## config.mk

```make
export PLATFORM = sky130hd
export DESIGN_NAME = reg_write_arbiter_flat
export DESIGN_NICKNAME = d
export VERILOG_FILES = /design/src/rtl/reg_write_arbiter_pkg.sv /design/src/rtl/reg_write_arbiter_if.sv /design/src/rtl/reg_write_arbiter_rr_arbiter.sv /design/src/rtl/reg_write_arbiter.sv /design/src/flat_wrapper.sv
export SDC_FILE = /design/constraint.sdc
export NUM_CORES = 1
export LEC_CHECK = 0
export ABC_AREA = 1
export ABC_CLOCK_PERIOD_IN_PS = 3500
export BUFFER_PORTS_ARGS = -buffer_cell sky130_fd_sc_hd__buf_2
export CORE_MARGIN = 4
export CORE_UTILIZATION = 50
export DETAILED_ROUTE_END_ITERATION = 8
export PLACE_DENSITY = 0.94
export SLEW_MARGIN = 5
export SYNTH_ARGS = -nofsm -noshare
export SYNTH_HDL_FRONTEND = slang
export SYNTH_SLANG_ARGS = --single-unit
```

## constraint.sdc

```tcl
create_clock -name clk -period 3.5 [get_ports clk]
set_input_delay 0.7 -clock clk [delete_from_list [all_inputs] [get_ports clk]]
set_output_delay 0.7 -clock clk [all_outputs]
set_load 0.005 [all_outputs]
```

## src/rtl/reg_write_arbiter_pkg.sv

```systemverilog
// reg_write_arbiter_pkg
//   Shared definitions for the register-write arbiter: FSM state encoding,
//   default parameter values and a small index helper.
//   No ports (package).
package reg_write_arbiter_pkg;

   typedef enum logic [0:0] {
      ST_IDLE  = 1'b0,
      ST_WRITE = 1'b1
   } state_t;

   localparam int DEF_N_REQ = 4;
   localparam int DEF_N_REG = 4;
   localparam int DEF_DW    = 8;
   localparam int DEF_AW    = 2;

   // Next index in a ring of n entries (n-1 wraps to 0).
   function automatic int wrap_inc(input int idx, input int n);
      return (idx + 1 >= n) ? 0 : idx + 1;
   endfunction

endpackage

```

## src/rtl/reg_write_arbiter_if.sv

```systemverilog
// reg_write_arbiter_if
//   Bundle between the requesting FSMs / register bank (master side) and the
//   arbiter (slave side).
//   req       requester -> arbiter, level request per requester
//   req_addr  requester -> arbiter, target register of requester i at [i*AW +: AW]
//   req_data  requester -> arbiter, write data of requester i at [i*DW +: DW]
//   gnt       arbiter -> requester, one-hot 1-cycle grant pulse
//   reg_we    arbiter -> bank, one-hot 1-cycle write enable
//   reg_data  arbiter -> bank, write data (holds last written value)
//   addr_err  arbiter -> requester, serviced request targeted a missing register
//   busy      arbiter -> requester, high during the write cycle
import reg_write_arbiter_pkg::*;

interface reg_write_arbiter_if #(
   parameter int N_REQ = DEF_N_REQ,
   parameter int N_REG = DEF_N_REG,
   parameter int DW    = DEF_DW,
   parameter int AW    = DEF_AW
);
   logic [N_REQ-1:0]    req;
   logic [N_REQ*AW-1:0] req_addr;
   logic [N_REQ*DW-1:0] req_data;
   logic [N_REQ-1:0]    gnt;
   logic [N_REG-1:0]    reg_we;
   logic [DW-1:0]       reg_data;
   logic                addr_err;
   logic                busy;

   modport master (
      output req, req_addr, req_data,
      input  gnt, reg_we, reg_data, addr_err, busy
   );

   modport slave (
      input  req, req_addr, req_data,
      output gnt, reg_we, reg_data, addr_err, busy
   );
endinterface

```

## src/rtl/reg_write_arbiter_rr_arbiter.sv

```systemverilog
// rr_arbiter
//   Combinational round-robin pick: the first asserted request found when
//   scanning ptr, ptr+1, ... wrapping modulo N_REQ.
//   req        in   N_REQ  request vector
//   ptr        in   IW     highest-priority index this round (must be < N_REQ)
//   grant      out  N_REQ  one-hot winner (0 when no request)
//   grant_idx  out  IW     winner index (0 when no request)
//   valid      out  1      at least one request present
import reg_write_arbiter_pkg::*;

module rr_arbiter #(
   parameter int N_REQ = DEF_N_REQ,
   parameter int IW    = (N_REQ > 1) ? $clog2(N_REQ) : 1
) (
   input  logic [N_REQ-1:0] req,
   input  logic [IW-1:0]    ptr,
   output logic [N_REQ-1:0] grant,
   output logic [IW-1:0]    grant_idx,
   output logic             valid
);

   // rot_idx[k] is the requester examined at scan position k.
   logic [IW-1:0] rot_idx [N_REQ];

   genvar gi;
   generate
      for (gi = 0; gi < N_REQ; gi++) begin : g_rot
         assign rot_idx[gi] = IW'((int'(ptr) + gi) % N_REQ);
      end
   endgenerate

   // Scan from the far end back to position 0 so the closest request to ptr
   // is the last (and therefore winning) assignment.
   always_comb begin
      grant_idx = '0;
      valid     = 1'b0;
      for (int k = N_REQ - 1; k >= 0; k--) begin
         if (req[rot_idx[k]]) begin
            grant_idx = rot_idx[k];
            valid     = 1'b1;
         end
      end
   end

   generate
      for (gi = 0; gi < N_REQ; gi++) begin : g_onehot
         assign grant[gi] = valid && (grant_idx == IW'(gi));
      end
   endgenerate

endmodule

```

## src/rtl/reg_write_arbiter.sv

```systemverilog
// reg_write_arbiter
//   Shares a bank of N_REG write-enabled registers among N_REQ requesters.
//   Round-robin arbitration, one register write per grant, one write every
//   two cycles at most. All outputs are registered.
//   clk    in   clock, rising edge
//   reset  in   synchronous, active-high
//   bus    slave modport of reg_write_arbiter_if (req/req_addr/req_data in;
//          gnt/reg_we/reg_data/addr_err/busy out)
import reg_write_arbiter_pkg::*;

module reg_write_arbiter #(
   parameter int N_REQ = DEF_N_REQ,
   parameter int N_REG = DEF_N_REG,
   parameter int DW    = DEF_DW,
   parameter int AW    = DEF_AW
) (
   input  logic               clk,
   input  logic               reset,
   reg_write_arbiter_if.slave bus
);

   localparam int IW = (N_REQ > 1) ? $clog2(N_REQ) : 1;

   state_t           state_reg, state_next;
   logic [IW-1:0]    rr_ptr_reg;
   logic [IW-1:0]    win_idx_reg;

   logic [N_REQ-1:0] gnt_reg,      gnt_next;
   logic [N_REG-1:0] reg_we_reg,   reg_we_next;
   logic [DW-1:0]    reg_data_reg, reg_data_next;
   logic             addr_err_reg, addr_err_next;
   logic             busy_reg,     busy_next;

   logic [N_REQ-1:0] arb_grant;
   logic [IW-1:0]    arb_idx;
   logic             arb_valid;

   logic [AW-1:0]    addr_arr [N_REQ];
   logic [DW-1:0]    data_arr [N_REQ];
   logic [AW-1:0]    sel_addr;
   logic [DW-1:0]    sel_data;
   logic             addr_ok;
   logic [N_REG-1:0] dec_we;

   rr_arbiter #(
      .N_REQ (N_REQ),
      .IW    (IW)
   ) u_rr_arbiter (
      .req       (bus.req),
      .ptr       (rr_ptr_reg),
      .grant     (arb_grant),
      .grant_idx (arb_idx),
      .valid     (arb_valid)
   );

   // Unpack the flat address/data buses into per-requester slices.
   genvar gi;
   generate
      for (gi = 0; gi < N_REQ; gi++) begin : g_unpack
         assign addr_arr[gi] = bus.req_addr[gi*AW +: AW];
         assign data_arr[gi] = bus.req_data[gi*DW +: DW];
      end
   endgenerate

   assign sel_addr = addr_arr[arb_idx];
   assign sel_data = data_arr[arb_idx];
   assign addr_ok  = (int'(sel_addr) < N_REG);

   // One-hot address decode onto the implemented registers only.
   generate
      for (gi = 0; gi < N_REG; gi++) begin : g_decode
         assign dec_we[gi] = (sel_addr == AW'(gi));
      end
   endgenerate

   // State register plus the winner latch and round-robin pointer.
   always_ff @(posedge clk) begin
      if (reset) begin
         state_reg   <= ST_IDLE;
         rr_ptr_reg  <= '0;
         win_idx_reg <= '0;
      end else begin
         state_reg <= state_next;
         if (state_reg == ST_IDLE && arb_valid) begin
            win_idx_reg <= arb_idx;
         end
         // Pointer moves only when a grant completes.
         if (state_reg == ST_WRITE) begin
            rr_ptr_reg <= IW'(wrap_inc(int'(win_idx_reg), N_REQ));
         end
      end
   end

   // Next-state logic: a sampled request opens exactly one write cycle.
   always_comb begin
      state_next = state_reg;
      case (state_reg)
         ST_IDLE:  if (arb_valid) state_next = ST_WRITE;
         ST_WRITE: state_next = ST_IDLE;
         default:  state_next = ST_IDLE;
      endcase
   end

   // Output logic. The outputs seen during WRITE are loaded on the edge that
   // leaves IDLE, so the output registers double as the latched address and
   // data; later changes on req_addr/req_data cannot disturb the write.
   always_comb begin
      gnt_next      = '0;
      reg_we_next   = '0;
      reg_data_next = reg_data_reg;
      addr_err_next = 1'b0;
      busy_next     = 1'b0;
      if (state_reg == ST_IDLE && arb_valid) begin
         gnt_next  = arb_grant;
         busy_next = 1'b1;
         if (addr_ok) begin
            reg_we_next   = dec_we;
            reg_data_next = sel_data;
         end else begin
            addr_err_next = 1'b1;
         end
      end
   end

   always_ff @(posedge clk) begin
      if (reset) begin
         gnt_reg      <= '0;
         reg_we_reg   <= '0;
         reg_data_reg <= '0;
         addr_err_reg <= 1'b0;
         busy_reg     <= 1'b0;
      end else begin
         gnt_reg      <= gnt_next;
         reg_we_reg   <= reg_we_next;
         reg_data_reg <= reg_data_next;
         addr_err_reg <= addr_err_next;
         busy_reg     <= busy_next;
      end
   end

   assign bus.gnt      = gnt_reg;
   assign bus.reg_we   = reg_we_reg;
   assign bus.reg_data = reg_data_reg;
   assign bus.addr_err = addr_err_reg;
   assign bus.busy     = busy_reg;

endmodule

```

## src/flat_wrapper.sv

```systemverilog
// flat-port wrapper written by rule: the top's interface ports become plain ports
module reg_write_arbiter_flat 
#(
   parameter int N_REQ = DEF_N_REQ,
   parameter int N_REG = DEF_N_REG,
   parameter int DW    = DEF_DW,
   parameter int AW    = DEF_AW
)
  (clk, reset, bus_req, bus_req_addr, bus_req_data, bus_gnt, bus_reg_we, bus_reg_data, bus_addr_err, bus_busy);
  reg_write_arbiter_if #(.N_REQ(N_REQ), .N_REG(N_REG), .DW(DW), .AW(AW)) bus_i ();
  input  logic clk;
  input  logic reset;
  input wire logic [$bits(bus_i.req)-1:0] bus_req;
  input wire logic [$bits(bus_i.req_addr)-1:0] bus_req_addr;
  input wire logic [$bits(bus_i.req_data)-1:0] bus_req_data;
  output wire logic [$bits(bus_i.gnt)-1:0] bus_gnt;
  output wire logic [$bits(bus_i.reg_we)-1:0] bus_reg_we;
  output wire logic [$bits(bus_i.reg_data)-1:0] bus_reg_data;
  output wire logic [$bits(bus_i.addr_err)-1:0] bus_addr_err;
  output wire logic [$bits(bus_i.busy)-1:0] bus_busy;
  assign bus_i.req = bus_req;
  assign bus_i.req_addr = bus_req_addr;
  assign bus_i.req_data = bus_req_data;
  assign bus_gnt = bus_i.gnt;
  assign bus_reg_we = bus_i.reg_we;
  assign bus_reg_data = bus_i.reg_data;
  assign bus_addr_err = bus_i.addr_err;
  assign bus_busy = bus_i.busy;
  reg_write_arbiter #(.N_REQ(N_REQ), .N_REG(N_REG), .DW(DW), .AW(AW)) u_core (.clk(clk), .reset(reset), .bus(bus_i));
endmodule
```

==> results of run 1 <==
## per-layer routing
metal | vias up | routed length [um]
met5 | - | 0
met4 | 0 | 10
met3 | 2 | 247
met2 | 51 | 1650
met1 | 668 | 1490
li1 | 796 | -
## stage by stage
stage | utilization (%) | hold slack (ns)
after detailed placement | 63.5 | 0.511
after floorplan | - | 0.490
after CTS | 65.5 | 0.546
after global placement | 63.5 | 0.506
after global routing | 65.5 | 0.574
final | 65.5 | 0.547
## synth_stat cells
| library cell | n | area, um^2 |
|---|---|---|
| conb_1 | 1 | 3.75 |
| ha_1 | 1 | 12.5 |
| nand2_2 | 3 | 18.8 |
| buf_4 | 6 | 45.0 |
| nand3_2 | 2 | 20.0 |
| o211a_1 | 1 | 10.0 |
| o21ai_0 | 12 | 60.1 |
| clkbuf_1 | 2 | 7.51 |
| nand2_1 | 48 | 180 |
| dfxtp_1 | 22 | 440 |
| a21oi_1 | 2 | 10.0 |
| nor2_2 | 2 | 12.5 |
| nor3_1 | 5 | 25.0 |
| o21ai_1 | 2 | 10.0 |
| nor2_1 | 26 | 97.6 |
| inv_2 | 3 | 11.3 |
| o211ai_1 | 1 | 7.51 |
| nand3_1 | 49 | 245 |
| buf_2 | 1 | 5.00 |
| inv_1 | 16 | 60.1 |
| xnor2_1 | 1 | 8.76 |
| and2_1 | 1 | 6.26 |
| nand2_4 | 1 | 11.3 |
| buf_6 | 4 | 45.0 |
| a21oi_2 | 1 | 8.76 |
## worst reg2reg max path, delay by kind of cell (launching register included)
| family | cells | cell delay (ns) |
|---|---|---|
| compound gates | 1 | 0.67 |
| simple gates | 9 | 0.80 |
| buf+inv | 2 | 0.25 |
| flops | 1 | 0.59 |
## layout by cell type, fill, tap and decap left out
| master | n |
|---|---|
| nand2_4 | 1 |
| o21ai_0 | 12 |
| ha_1 | 1 |
| o21ai_1 | 2 |
| bufinv_16 | 1 |
| nand3_1 | 49 |
| a21oi_2 | 1 |
| o211a_1 | 1 |
| inv_1 | 16 |
| nor2_2 | 2 |
| buf_4 | 1 |
| nand2_2 | 3 |
| clkbuf_4 | 3 |
| nor3_1 | 5 |
| nand3_2 | 2 |
| and2_1 | 1 |
| nand2_1 | 48 |
| conb_1 | 1 |
| dfxtp_1 | 22 |
| nor2_1 | 26 |
| inv_2 | 3 |
| a21oi_1 | 2 |
| buf_2 | 62 |
| xnor2_1 | 1 |
| o211ai_1 | 1 |
## cell type report
class                   instances  area [um^2]  share of cell area, %
multi-input cells             159          748                   44.9
flip-flops and latches         22          440                   26.4
well taps                      30         37.5                   2.25
inverters                      19         71.3                   4.28
clock buffers                   3         22.5                   1.35
clock inverters                 1         30.0                   1.80
repair buffers                 63          318                   19.1
## power by group
part           switching (uW)  internal [uW]  total (uW)
logic                     239            138         376
registers                22.6            293         315
clock network            74.6            116         190
total                     336            546         882
## worst max-delay path by stage
stage | end | cells after the start | startpoint | slack (ns)
after floorplan | u_core.bus.reg_we[0] | 14 | bus_req[1] | 1.65
after global placement | u_core.bus.reg_we[2] | 9 | bus_req[3] | 1.15
after detailed placement | u_core.bus.reg_data[6] | 11 | bus_req[3] | 1.05
after CTS | u_core.bus.reg_data[6] | 12 | u_core.rr_ptr_reg[0] | 1.15
after global routing | u_core.bus.reg_we[3] | 10 | u_core.rr_ptr_reg[0] | 0.85
final | u_core.bus.reg_data[4] | 12 | u_core.rr_ptr_reg[0] | 1.14
## cells by family (layout without fill, tap and decap cells)
group	count (synthesis)	in the layout
AO/OA/AOI/OAI	19	19
XOR/XNOR	1	1
adder cells (fa/ha/maj)	1	1
buffers and inverters	32	86
flip-flops	22	22
other	1	1
AND/OR/NAND/NOR	137	137
==> reports/qor.yml, run 1 <==
status:
  status: "finished, final reports clean"
place:
  dp_slack_ns: 1.05
  place_congestion: 0.850
  post_dp_cell_area_um2: 1620
  dpl.hpwl_um: 2570
  io_buffers: 62
  placed_cells: 293
setup_path:
  critPathLaunchType: "flip-flop"
  critPathBufInv: 2
  r2r_cells: 12
  regToRegSetupSlack_ns: 1.14
  critical-path-top-delay-family: "simple AND/OR/NAND/NOR gates"
  r2r_end: "u_core.bus.reg_data[4]"
  cp.arrival_ns: 2.62
  path_common_cell: "nand2_1"
  criticalPathCategory: "flip-flop to flip-flop"
  critPathMaxFanout: 22
  r2r_start: "u_core.rr_ptr_reg[0]"
  required_ns: 3.76
  cpPeakStageDelay_ns: 0.67
  crit_slowest_cell: "a21oi_2"
  crit_path_end_kind: "flip-flop"
  cp_cell_sequence: "inv_1 -> nand2_1 -> nand2_1 -> inv_2 -> nand2_1 -> nand2_1 -> nand2_1 -> a21oi_2 -> nand3_1 -> nand3_1 -> nor2_1 -> nor2_1"
global_route:
  antenna_found_initial: 0
  grt_pass1_wl_um: 5490
  grtUsageTotal_pct: 19.3
  grt_pass1_vias: 1319
  overflow: 0
  grt_max_degree: 25
  grt.busiest_layer: "met2"
  grt_util_met3_pct: 3.02
  grtUsageMet2_pct: 33.3
  gr-usage-met1_pct: 24.9
synthesis:
  syn_area_um2: 1360
  synth_fp_nets: 260
  synth_compound_area_share_pct: 7.81
  seq_area_frac_synth_pct: 32.3
  synth-xor-area-share_pct: 0.643
  synth.avg_cell_area_um2: 6.40
  synthCells: 213
  ys_ff_latch: 22
  synth_warnings: 0
  synthAdderAreaFrac_pct: 0.918
  synthSimpleGateAreaFrac_pct: 45.3
  synth_top_family_by_area: "simple AND/OR/NAND/NOR gates"
  yosysUniqueCellTypes: 25
  muxShareOfSynthArea_pct: 0
hold_path:
  min-delay-start: "u_core.bus.reg_data[0]"
  hold_end: "u_core.bus.reg_data[0]"
  hold-path-cell-count: 2
  hold_class: "flip-flop to flip-flop"
die:
  core_area_um2: 2540
  dieArea_um2: 3620
  die_width_um: 60.2
  die_y_um: 60.2
  pin_count: 64
  start_util_pct: 53.5
  row_count: 18
clock_network:
  cts_resized: 0
  h-tree-depth: 1
  numCtsBuffers: 3
  clkLatencyLatePin_ns: 0.31
  cts_tree: "built"
  cts-hold-fix-buffers: 0
  clockRootBuffer: "clkbuf_4"
  clkTransAtPathRegs_ns: 0.12
  clock-sinks: 22
  cts_max_path_buffers: 2
  cts_setup_buffers: 0
timing:
  hold_viol: 0
  slew_headroom_pct: 39.9
  fin_setup_tns_ns: 0
  worst_pin_slew_ns: 0.902
  slew_viol_final: 0
  max_freq_ghz: 0.423
  fin_ws_ns: 1.14
  rsz0062_at_grt: "no"
  finalSetupViolations: 0
  min_period_ns: 2.36
  clock_skew_ns: 0.00740
  fin_crit_sh_pct: 67.5
flow_run:
  drv_cap: 0
route:
  postRouteAntennaNets: 0
  routed_wl_um: 3400
  viasPerCell: 5.11
  drtIter0Drc: 75
  drt_pre_antenna_iters: 4
  vias: 1517
  drc: 0
  wl_per_cell_um: 11.4
power:
  ir_drop_mv: 0.366
  power_density_nw_per_um2: 529
  leakagePower_uw: 0.000931
  power.total_uw: 882
finish:
  area_growth_pct: 22.4
  num-fill-cells: 259
  n_antenna_cell: 0
  largest_reg_flops: 8
  layout.nets: 315
  drive_gt1_share_pct: 29.6
  final_cell_area_um2: 1670
  finalNonFillerCells: 297
Power figures use the tool's default switching activity.
==> run 2: changes to the inputs <==
- ABC_CLOCK_PERIOD_IN_PS: 3500 -> 2500
- CORE_UTILIZATION: 50 -> 46
- PLACE_DENSITY: 0.94 -> 0.88
- clock period: 3.5 -> 2.5 ns (I/O delays scaled with it)
==> run 2 against run 1 <==
Effect of this change:
- critical path depth up 2
- utilization shrank 5.8 points
- sequential power grew 39%
- total power up 42%
- sequential share of layout area is 0.14 points lower
- first-iteration DRC count unchanged
- flip-flop and latch count stayed put
==> reports/qor.yml, run 2 (synthesized netlist as in run 1, its figures left out) <==
status:
  status: "finished, final reports clean"
route:
  routed_wl_um: 3400
  drt_pre_antenna_iters: 4
  drtIter0Drc: 75
  postRouteAntennaNets: 0
  viasPerCell: 5.08
  drc: 0
  vias: 1520
  wl_per_cell_um: 11.4
setup_path:
  crit_path_end_kind: "flip-flop"
  regToRegSetupSlack_ns: 0.36
  required_ns: 2.73
  critPathMaxFanout: 23
  critPathLaunchType: "flip-flop"
  r2r_cells: 14
  criticalPathCategory: "flip-flop to flip-flop"
  cp.arrival_ns: 2.36
  r2r_end: "u_core.bus.reg_we[3]"
  r2r_start: "u_core.rr_ptr_reg[0]"
clock_network:
  clockRootBuffer: "clkbuf_4"
  cts_tree: "built"
  cts_resized: 0
  clkTransAtPathRegs_ns: 0.14
  cts_max_path_buffers: 2
  h-tree-depth: 1
  clkLatencyLatePin_ns: 0.32
  cts-hold-fix-buffers: 0
  clock-sinks: 22
  numCtsBuffers: 3
  cts_setup_buffers: 0
die:
  start_util_pct: 48.6
  die_y_um: 62.4
  pin_count: 64
  core_area_um2: 2810
  dieArea_um2: 3900
  die_width_um: 62.4
  row_count: 19
finish:
  drive_gt1_share_pct: 29.9
  final_cell_area_um2: 1680
  largest_reg_flops: 8
  n_antenna_cell: 0
  layout.nets: 316
  ff_latch_area_um2: 440
  area_growth_pct: 23.0
  mostFrequentLayoutCell: "buf_2"
  num-fill-cells: 274
  multiInputGateArea_um2: 748
  final_cell_mix: "buf_2, nand3_1, nand2_1, nor2_1, dfxtp_1"
global_route:
  grt_pass1_wl_um: 5870
  grtUsageTotal_pct: 18.0
  overflow: 0
  grt_max_degree: 25
  antenna_found_initial: 0
  grt_pass1_vias: 1387
hold_path:
  hold_class: "input pin to flip-flop"
  hold-path-cell-count: 2
  min-delay-start: "reset"
  hold_end: "u_core.bus.busy"
power:
  power_density_nw_per_um2: 746
  leakagePower_uw: 0.000936
  ir_drop_mv: 0.411
timing:
  clock_skew_ns: 0.0200
  fin_ws_ns: 0.364
  max_freq_ghz: 0.468
  min_period_ns: 2.14
  fin_setup_tns_ns: 0
  rsz0062_at_grt: "no"
  hold_viol: 0
  slew_viol_final: 0
  fin_crit_sh_pct: 85.4
  finalSetupViolations: 0
place:
  dp_slack_ns: 0.326
  place_congestion: 0.804
  dpl.hpwl_um: 2590
  io_buffers: 62
  post_dp_cell_area_um2: 1620
flow_run:
  drv_cap: 0
-- run 2: changes by cell type in the layout (fill, tap and decap cells not counted), sizes merged --
| cell | delta |
|---|---|
| buf | +1 |
-- run 2: critical path, stage by stage (launching register included) --
cell	delay [ns]
dfxtp_1	0.55
inv_1	0.16
nand2_1	0.11
and2_1	0.14
nand2_1	0.07
nand2_1	0.07
inv_2	0.05
nand2_1	0.07
nand2_1	0.06
nand2_2	0.32
nand2_1	0.09
nand2_1	0.09
nand2_1	0.06
o21ai_0	0.12
nor2_1	0.08
-- run 2: worst max-delay path by stage --
stage,startpoint,to,slack [ns],depth (start not counted)
finish,u_core.rr_ptr_reg[0],u_core.bus.reg_we[3],0.36,14
global route,u_core.rr_ptr_reg[0],u_core.bus.reg_we[3],0.01,15
CTS,u_core.rr_ptr_reg[0],u_core.bus.reg_we[3],0.37,12
detailed placement,bus_req[1],u_core.bus.reg_we[3],0.33,14
global placement,bus_req[1],u_core.bus.reg_we[2],0.42,14
floorplan,bus_req[1],u_core.bus.reg_we[0],0.85,14
-- run 2: final cells by class --
class / instances / area share (%)
multi-input combinational: 159 / 44.6
sequential: 22 / 26.3
timing repair buffer: 64 / 19.4
inverter: 19 / 4.25
tap: 31 / 2.31
clock inverter: 1 / 1.79
clock buffer: 3 / 1.34
-- run 2: layer usage --
| metal | track usage, % | routed length (um) | vias up |
|---|---|---|---|
| met1 | 22.0 | 1470 | 668 |
| met3 | 5.04 | 214 | 2 |
| met5 | 0 | 0 | - |
| li1 | - | - | 797 |
| met4 | 5.23 | 20 | 0 |
| met2 | 30.6 | 1690 | 53 |
-- run 2: power by group --
group | leakage [uW] | internal, uW | switching [uW]
Clock | 0.0000279 | 162 | 116
Sequential | 0.000182 | 409 | 29.7
Combinational | 0.000726 | 197 | 336
-- run 2: stage by stage --
step	cells	power (uW)	util (%)	hold WS, ns
2_1_floorplan	213	878	-	0.490
3_3_place_gp	295	969	57.9	0.503
3_5_place_dp	295	981	57.9	0.512
4_1_cts	299	1250	59.8	0.382
5_1_grt	299	1350	59.8	0.384
6_report	299	1250	59.8	0.370
==> run 3: changes to the inputs <==
- GPL_TIMING_DRIVEN: not set -> 0
==> run 3 against run 2 <==
Effect of this change:
- cell area rose by 5.2%
- sequential share of layout area fell by 1.3 points
- clock power fell by 1%
- non-clock buffer count rose by 11
- utilization rose by 3.1 points
- critical path type unchanged
- highest routed layer unchanged
==> reports/qor.yml, run 3 (synthesized netlist as in run 1, its figures left out) <==
status:
  status: "finished, final reports clean"
timing:
  hold_viol: 0
  max_freq_ghz: 0.518
  fin_setup_tns_ns: 0
  clock_skew_ns: 0.00541
  rsz0062_at_grt: "no"
  slew_viol_final: 0
  fin_ws_ns: 0.571
  finalSetupViolations: 0
  min_period_ns: 1.93
  fin_crit_sh_pct: 77.1
die:
  die_y_um: 62.4
  die_width_um: 62.4
  pin_count: 64
  core_area_um2: 2810
  start_util_pct: 48.6
  row_count: 19
  dieArea_um2: 3900
clock_network:
  clkLatencyLatePin_ns: 0.31
  cts_tree: "built"
  cts_resized: 0
  cts_setup_buffers: 0
  cts_max_path_buffers: 2
  cts-hold-fix-buffers: 0
  numCtsBuffers: 3
  clock-sinks: 22
  clockRootBuffer: "clkbuf_4"
  clkTransAtPathRegs_ns: 0.13
  h-tree-depth: 1
setup_path:
  crit_path_end_kind: "flip-flop"
  critPathLaunchType: "flip-flop"
  required_ns: 2.71
  critPathMaxFanout: 10
  regToRegSetupSlack_ns: 0.57
  criticalPathCategory: "flip-flop to flip-flop"
  cp.arrival_ns: 2.14
  r2r_cells: 11
global_route:
  grtUsageTotal_pct: 18.2
  grt_pass1_wl_um: 5890
  grt_max_degree: 14
  grt_pass1_vias: 1407
  antenna_found_initial: 0
  overflow: 0
finish:
  layout.nets: 327
  area_growth_pct: 29.5
  num-fill-cells: 270
  drive_gt1_share_pct: 31.9
  final_cell_mix: "buf_2, nand3_1, nand2_1, nor2_1, dfxtp_1"
  ff_latch_area_um2: 440
  final_util_pct: 62.9
  mostFrequentLayoutCell: "buf_2"
  n_antenna_cell: 0
  largest_reg_flops: 8
  multiInputGateArea_um2: 748
  finalNonFillerCells: 310
place:
  dp_slack_ns: 0.591
  io_buffers: 62
  placed_cells: 306
  place_congestion: 0.830
  dpl.hpwl_um: 2810
power:
  power_density_nw_per_um2: 752
  ir_drop_mv: 0.453
  leakagePower_uw: 0.000986
route:
  drtIter0Drc: 63
  wl_per_cell_um: 11.7
  drt_pre_antenna_iters: 6
  routed_wl_um: 3640
  drc: 0
  vias: 1568
  viasPerCell: 5.06
  postRouteAntennaNets: 0
hold_path:
  hold-path-cell-count: 2
  hold_class: "input pin to flip-flop"
flow_run:
  drv_cap: 0
==> run 3: cell types whose count changed in the layout (fill, tap and decap cells not counted), sizes merged <==
cell,previous run,this run
buf,64,73
clkbuf,3,5
==> run 3: metal layers <==
metal	vias up	part of all wire [%]	track usage, %
li1	820	-	-
met1	691	43	22.1
met2	55	49	31.8
met3	2	7.3	4.14
met4	0	0.55	5.23
met5	-	0	0
==> run 3: worst paths after layout <==
kind	from	endpoint
setup reg to reg	u_core.rr_ptr_reg[0]	u_core.win_idx_reg[0]
hold / removal	reset	u_core.bus.busy
hold reg to reg	u_core.bus.reg_data[1]	u_core.bus.reg_data[1]
setup / recovery	u_core.rr_ptr_reg[0]	u_core.win_idx_reg[0]
==> run 3: cell type report <==
| class | instances | share of cell area (%) |
|---|---|---|
| clock buffer | 3 | 1.28 |
| inverter | 19 | 4.04 |
| multi-input combinational | 159 | 42.4 |
| timing repair buffer | 62 | 17.6 |
| tap | 31 | 2.20 |
| clock inverter | 1 | 1.70 |
| sequential | 22 | 25.0 |
| buffer | 13 | 5.82 |
==> run 3: worst max-delay path, stage by stage (launching register included) <==
cell	delay, ns
dfxtp_1	0.41
buf_6	0.16
nand2_1	0.05
o21ai_1	0.14
nor2_1	0.10
inv_1	0.08
nor3_1	0.05
nor2_1	0.17
clkbuf_1	0.37
nand2_1	0.11
o211ai_1	0.11
inv_1	0.07
==> run 3: power by group <==
part           switching (uW)  internal [uW]  total [uW]
Clock                     112            162         274
Combinational             363            251         614
Sequential               27.6            410         437
==> run 3: per-stage QoR <==
stage | area, um^2 | total power [uW] | hold slack (ns)
floorplan | 1360 | 878 | 0.490
global placement | 1710 | 1040 | 0.506
detailed placement | 1710 | 1050 | 0.513
CTS | 1760 | 1320 | 0.382
global route | 1760 | 1420 | 0.384
finish | 1760 | 1330 | 0.381
